**src/rtl/risc_mem_responder_if.sv**
```systemverilog
// Control/data bus between the VeriRisc controller and the memory responder.
// The err signal exists only when RISC_RESP_CHECK_EN is defined.
interface risc_mem_responder_if #(
    parameter int AWIDTH = 5,
    parameter int DWIDTH = 8
);
    logic [AWIDTH-1:0] addr;
    logic              rd;
    logic              data_e;
    logic              wr;
    logic [DWIDTH-1:0] wdata;
    logic [DWIDTH-1:0] rdata;
    logic              rvalid;
`ifdef RISC_RESP_CHECK_EN
    logic              err;

    modport master (
        output addr, rd, data_e, wr, wdata,
        input  rdata, rvalid, err
    );

    modport slave (
        input  addr, rd, data_e, wr, wdata,
        output rdata, rvalid, err
    );
`else
    modport master (
        output addr, rd, data_e, wr, wdata,
        input  rdata, rvalid
    );

    modport slave (
        input  addr, rd, data_e, wr, wdata,
        output rdata, rvalid
    );
`endif
endinterface

```
**src/rtl/risc_mem_responder.sv**
```systemverilog
// Memory-side responder for the VeriRisc bus: registered reads, data_e/wr paired writes.
// Define RISC_RESP_CHECK_EN to add the sticky protocol-error flag (bus.err).
module risc_mem_responder #(
    parameter int AWIDTH = 5,
    parameter int DWIDTH = 8,
    parameter int DEPTH  = 32
) (
    input  logic                 clk,
    input  logic                 rst,
    risc_mem_responder_if.slave  bus
);

    // state  | meaning
    // IDLE   | no access in progress
    // READ   | read sampled last edge, rdata/rvalid hold its result
    // WSETUP | data_e seen without wr, a following wr is a paired commit
    typedef enum logic [1:0] {
        IDLE   = 2'd0,
        READ   = 2'd1,
        WSETUP = 2'd2
    } state_t;

    state_t            state_q, state_d;
    logic [DWIDTH-1:0] rdata_q, rdata_d;
    logic              rvalid_q, rvalid_d;
    logic              we;

    logic [DWIDTH-1:0] mem_q [DEPTH];

    // rd has priority over everything; a write needs data_e and wr with rd low.
    always_comb begin
        state_d  = IDLE;
        rdata_d  = rdata_q;
        rvalid_d = 1'b0;
        we       = 1'b0;
        if (bus.rd) begin
            state_d  = READ;
            rdata_d  = mem_q[bus.addr];
            rvalid_d = 1'b1;
        end else if (bus.data_e && !bus.wr) begin
            state_d = WSETUP;
        end else if (bus.data_e && bus.wr) begin
            we = 1'b1;
        end
    end

`ifdef RISC_RESP_CHECK_EN
    logic err_q, err_d;

    always_comb begin
        err_d = err_q;
        if (bus.rd && bus.wr)
            err_d = 1'b1;
        if (bus.wr && !bus.data_e)
            err_d = 1'b1;
        if (bus.wr && bus.data_e && state_q != WSETUP)
            err_d = 1'b1;
    end

    always_ff @(posedge clk or posedge rst) begin
        if (rst)
            err_q <= 1'b0;
        else
            err_q <= err_d;
    end

    assign bus.err = err_q;
`endif

    always_ff @(posedge clk or posedge rst) begin
        if (rst) begin
            state_q  <= IDLE;
            rdata_q  <= '0;
            rvalid_q <= 1'b0;
        end else begin
            state_q  <= state_d;
            rdata_q  <= rdata_d;
            rvalid_q <= rvalid_d;
        end
    end

    // Storage is deliberately not reset so contents survive a controller reset.
    always_ff @(posedge clk) begin
        if (we)
            mem_q[bus.addr] <= bus.wdata;
    end

    assign bus.rdata  = rdata_q;
    assign bus.rvalid = rvalid_q;

endmodule

```
**src/flat_wrapper.sv**
```systemverilog
// flat-port wrapper written by rule: the top's interface ports become plain ports
module risc_mem_responder_flat 
#(
    parameter int AWIDTH = 5,
    parameter int DWIDTH = 8,
    parameter int DEPTH  = 32
)
  (clk, rst, bus_addr, bus_rd, bus_data_e, bus_wr, bus_wdata, bus_rdata, bus_rvalid);
  risc_mem_responder_if #(.AWIDTH(AWIDTH), .DWIDTH(DWIDTH)) bus_i ();
  input  logic clk;
  input  logic rst;
  input wire logic [$bits(bus_i.addr)-1:0] bus_addr;
  input wire logic [$bits(bus_i.rd)-1:0] bus_rd;
  input wire logic [$bits(bus_i.data_e)-1:0] bus_data_e;
  input wire logic [$bits(bus_i.wr)-1:0] bus_wr;
  input wire logic [$bits(bus_i.wdata)-1:0] bus_wdata;
  output wire logic [$bits(bus_i.rdata)-1:0] bus_rdata;
  output wire logic [$bits(bus_i.rvalid)-1:0] bus_rvalid;
  assign bus_i.addr = bus_addr;
  assign bus_i.rd = bus_rd;
  assign bus_i.data_e = bus_data_e;
  assign bus_i.wr = bus_wr;
  assign bus_i.wdata = bus_wdata;
  assign bus_rdata = bus_i.rdata;
  assign bus_rvalid = bus_i.rvalid;
  risc_mem_responder #(.AWIDTH(AWIDTH), .DWIDTH(DWIDTH), .DEPTH(DEPTH)) u_core (.clk(clk), .rst(rst), .bus(bus_i));
endmodule
```
**config.mk**
```make
export PLATFORM = sky130hd
export DESIGN_NAME = risc_mem_responder_flat
export DESIGN_NICKNAME = d
export VERILOG_FILES = /design/src/rtl/risc_mem_responder_if.sv /design/src/rtl/risc_mem_responder.sv /design/src/flat_wrapper.sv
export SDC_FILE = /design/constraint.sdc
export NUM_CORES = 1
export LEC_CHECK = 0
export BUFFER_PORTS_ARGS = -buffer_cell sky130_fd_sc_hd__buf_4
export CORE_MARGIN = 2
export CORE_UTILIZATION = 56
export CTS_CLUSTER_DIAMETER = 30
export DETAILED_ROUTE_END_ITERATION = 12
export HOLD_SLACK_MARGIN = 0.05
export PLACE_DENSITY = 0.84
export SKIP_LAST_GASP = 1
export SYNTH_ARGS = -nofsm -noshare
export SYNTH_HDL_FRONTEND = slang
export SYNTH_SLANG_ARGS = --single-unit
```
**constraint.sdc**
```tcl
create_clock -name clk -period 1.4 [get_ports clk]
set_clock_uncertainty 0.15 [all_clocks]
set_input_delay 0.14 -clock clk [delete_from_list [all_inputs] [get_ports clk]]
set_output_delay 0.14 -clock clk [all_outputs]
set_load 0.01 [all_outputs]
```
Word level (Yosys, flattened, before mapping)
Memory sizes are Yosys's and may differ from the RTL's. A register that Yosys moved wholly into a read port is not among the register bits.
Cells that the tools add are included.

storage, ports and cells
  output and inout port bits = 9
  flip-flop bits (word level) = 1
  RAM bits = 256
  logic and storage cells = 11
  input port bits = 18
  memories = 1

memories
  memory        words  width  read ports  clocked after Yosys merged registers in  wr ports  RTL line                  source
  u_core.mem_q  32     8      1           1                                        1         risc_mem_responder.sv:28  logic [DWIDTH-1:0] mem_q [DEPTH];

cells by class
  multiplexer cells = 6
  reduce and logical (&&, ||, !) cells = 3

operator list
  cell               number
  $mux 1             6
  $logic_and 1x1->1  2
  $logic_not 1->1    1

Longest topological paths before layout
  depth in word-level cells = 6
  depth in mapped cells = 7
  mapped depth without buffers = 5

Worst setup path after synthesis
OpenSTA, ideal clock, no wires.

  path type = input port to flip-flop
  start point = input bus_addr[1]
  end point = memory u_core.mem_q[5][0], enable pin
  arrival = 1609 ps
  stages on the path = 6
  library setup time = 383 ps
  data required time = 867 ps
  path buffers = 3
  slack = -743 ps
  cells stage by stage = buf_2 buf_2 buf_2 nor2_1 nand4_1 nor3_1

RTL lines
  item                RTL line                  source
  start: declaration  flat_wrapper.sv:12        input wire logic [$bits(bus_i.addr)-1:0] bus_addr;
  end: declaration    risc_mem_responder.sv:28

Straight into the memory's write port.

==> run metrics <==
Syn Nets=roughly 600; drt drc=0; n_diodes=0; end point of the critical path=u_core.bus.rdata[3]; total length of routed wires=~27 mm; Slew Viols, Final=0; crit-path leading delay family=multiplexers; maxcap violations=0; nets=754; Antenna Nets Post-Route=0; CP max FO=1; fill cell count=992; CTS Buffer Depth=3; core box area=between 15000 and 20000 sq um; post-DP HPWL=between 15 and 20 mm; leakage=4.762 nW; Arrival @ worst endpoint=around 2000 ps; Post-Layout Cell Count=1003; Hold/Removal Path Class=primary input to flop; Fin. Hold Viols=0; RSZ-0062 raised after global routing=true; fin crit share=126.0%; status=finished with violations; initial drt markers=roughly 740; cell count after synthesis=between 500 and 600; R2R cell count=5; fmax=~570 MHz; Core Rows=50; Synth Area per Inst=about 18 sq um; FF-to-FF setup slack=-360 ps; setup TNS=-1906 ps; FF/Latch Area=between 7000 and 8000 sq um; critical path class=flop to flop; drt pass-1 iters=5; port buffer count=26; synth-to-layout area growth=28.48%; warning count from the yosys run=0; Final WS setup=-363.4 ps; Critical Path Source=u_core.mem_q[25][3]; Total Power=19.94 mW; mapped cell area=between 10000 and 15000 sq um; vias per cell=6.348; TritonCTS buffer count=44; relative slew slack=62.86%; WP buf/inv=0; sequential element share of the synthesized area=75.21%; largest net degree at the start of global routing=33; max incr delay on CP=~530 ps; Clock Pin Slew Worst Setup and Hold Paths=roughly 50 ps; Min Hold Slack=~80 ps; Startpoint Class=flop; RR Endpoint=u_core.bus.rdata[3]; WP data required=between 1500 and 2000 ps; VDD IR-drop max=around 1.6 mV; H-tree levels=2; final setup vio count=14; PwrDens=between 1000 and 1500 nW/um^2; failing checks=negative setup slack; initial core utilization=approximately 57%; Die Footprint=around 20000 sq um; # IOs=27; routability cong.=0.8803; CTS Root Cell=clkbuf_16; initial antenna violation count=0; gr usage total=between 20% and 30%; CP endpoint kind=flop; Chip Width=141.1 um; minimum clock period=1763 ps; slowest CP cell=mux4_2; reg2reg start=u_core.mem_q[25][3]; Crit path depth=5; routed via count=approximately 6400; CP cell instances=mux4_2 > nor2_2 > nor3_2 > a31oi_2 > a31oi_1; vias in the first global route=around 6600; first-pass GRT wire length=just under 40 mm; Die Y=between 100 and 150 um; Slew @ Worst Pin=approximately 550 ps; clk_lat worst skew=~520 ps; Clock Sinks=about 270; wire per inst=roughly 26 um; CTS tree=done; Yosys cell types=44; Multi-input gate area=2760 sq um; DP Cell Count=910; share of cells above drive strength 1=36.80%; total congestion overflow=0; FF+latch count, synth=265
[metrics by stage]
stage	cell area, sq um	setup WS (ps)	utilization [%]
final	13520	-363.4	72.75
after global routing	13520	-400.4	72.75
after CTS	13410	-349.6	72.20
after detailed placement	11760	-930.1	63.29
after global placement	11760	-882.6	63.29
after floorplan	10810	-456.8	-
[Yosys cell counts (all sizes together)]
master   count  share of area, %
edfxtp     256                73
mux2i       63               6.0
nor2        50               1.8
mux4        25               5.5
buf         22               1.9
a31oi       15              0.89
nand2       15              0.54
o21ai       12              0.57
nor2b       11              0.65
nor3        10              0.48
a21oi        9              0.43
dfrtp        9               2.1
clkbuf       8              0.29
mux2         8              0.86
a211oi       6              0.43
a221oi       6              0.56
nand2b       6              0.36
nor4         6              0.36
o221ai       6              0.50
a22oi        5              0.36
nand4        5              0.30
and3         4              0.24
nand3b       4              0.29
inv          3              0.11
nand3        3              0.14
a22o         2              0.17
a32oi        2              0.17
and4b        2              0.19
o22ai        2              0.12
o31ai        2              0.14
a2111oi      1             0.083
and2         1             0.059
and3b        1             0.083
nor4bb       1             0.095
or2          1             0.059
or3          1             0.059
or4          1             0.071
[cell type report]
class	count	share of cell area (%)
repair buffers	136	8.478
well taps	234	2.166
clock inverters	25	1.518
clock buffers	54	8.802
flip-flops and latches	265	58.53
multi-input cells	286	20.42
inverters	3	0.08330
[kinds of logic after synthesis]
kind of cell,synth area share (%)
AND/OR/NAND/NOR,5.744
multiplexers,12.34
AO/OA/AOI/OAI,4.412
buffers and inverters,2.295
flip-flops,75.21
[tightest hold or removal path: stages]
cell	delay, ps
buf_4	200
a32oi_1	160
a31oi_1	190
[sequential cells by signal (all words and copies together), names as in the netlist]
name / count
u_core.mem_q: 256
u_core.bus.rdata: 8
u_core.bus.rvalid: 1
[timing repair]
action	4_1_cts	5_1_grt
endpoints found under the hold margin	267	0
buffers inserted	0	2
hold buffers	12	0
pin swaps	12	11
resized for setup	33	23
setup endpoints to repair	8	83
[cell usage in the layout (no fill, tap or decap), types with 6 or more instances in the layout]
cell | Yosys | final
edfxtp_1 | 256 | 256
buf_4 | 4 | 116
mux2i_1 | 63 | 63
clkbuf_16 | 0 | 45
nor2_1 | 50 | 32
mux4_2 | 21 | 25
a31oi_1 | 15 | 12
nor2_4 | 0 | 12
dlygate4sd3_1 | 0 | 12
nand2_1 | 15 | 10
nor2b_1 | 11 | 9
dfrtp_1 | 9 | 9
a21oi_1 | 9 | 8
clkinv_2 | 0 | 7
buf_12 | 2 | 7
a211oi_1 | 6 | 6
nor2_2 | 0 | 6
clkbuf_1 | 8 | 6
[per-layer routing]
layer,up-vias,wire length (um),GRT usage (%)
met5,-,0,0
met4,0,1026,11.79
met3,87,2418,6.148
met2,431,12950,43.84
met1,3181,10130,36.18
li1,2668,-,-
[where the power goes]
part	total, mW	switching [mW]	internal [mW]
registers	8.81	0.0389	8.77
logic	1.15	0.663	0.486
clock network	9.98	3.58	6.41
total	19.9	4.28	15.7
[worst min-delay path by stage]
stage                            from                   to  cells past startpoint
after floorplan                   rst  u_core.bus.rdata[0]                      1
after global placement            rst  u_core.bus.rdata[6]                      2
after detailed placement          rst  u_core.bus.rdata[6]                      2
after CTS                 bus_addr[4]  u_core.bus.rdata[1]                      3
after global routing      bus_addr[4]  u_core.bus.rdata[1]                      3
final                     bus_addr[4]  u_core.bus.rdata[1]                      3
No activity file was read; power rests on OpenSTA's default activity.
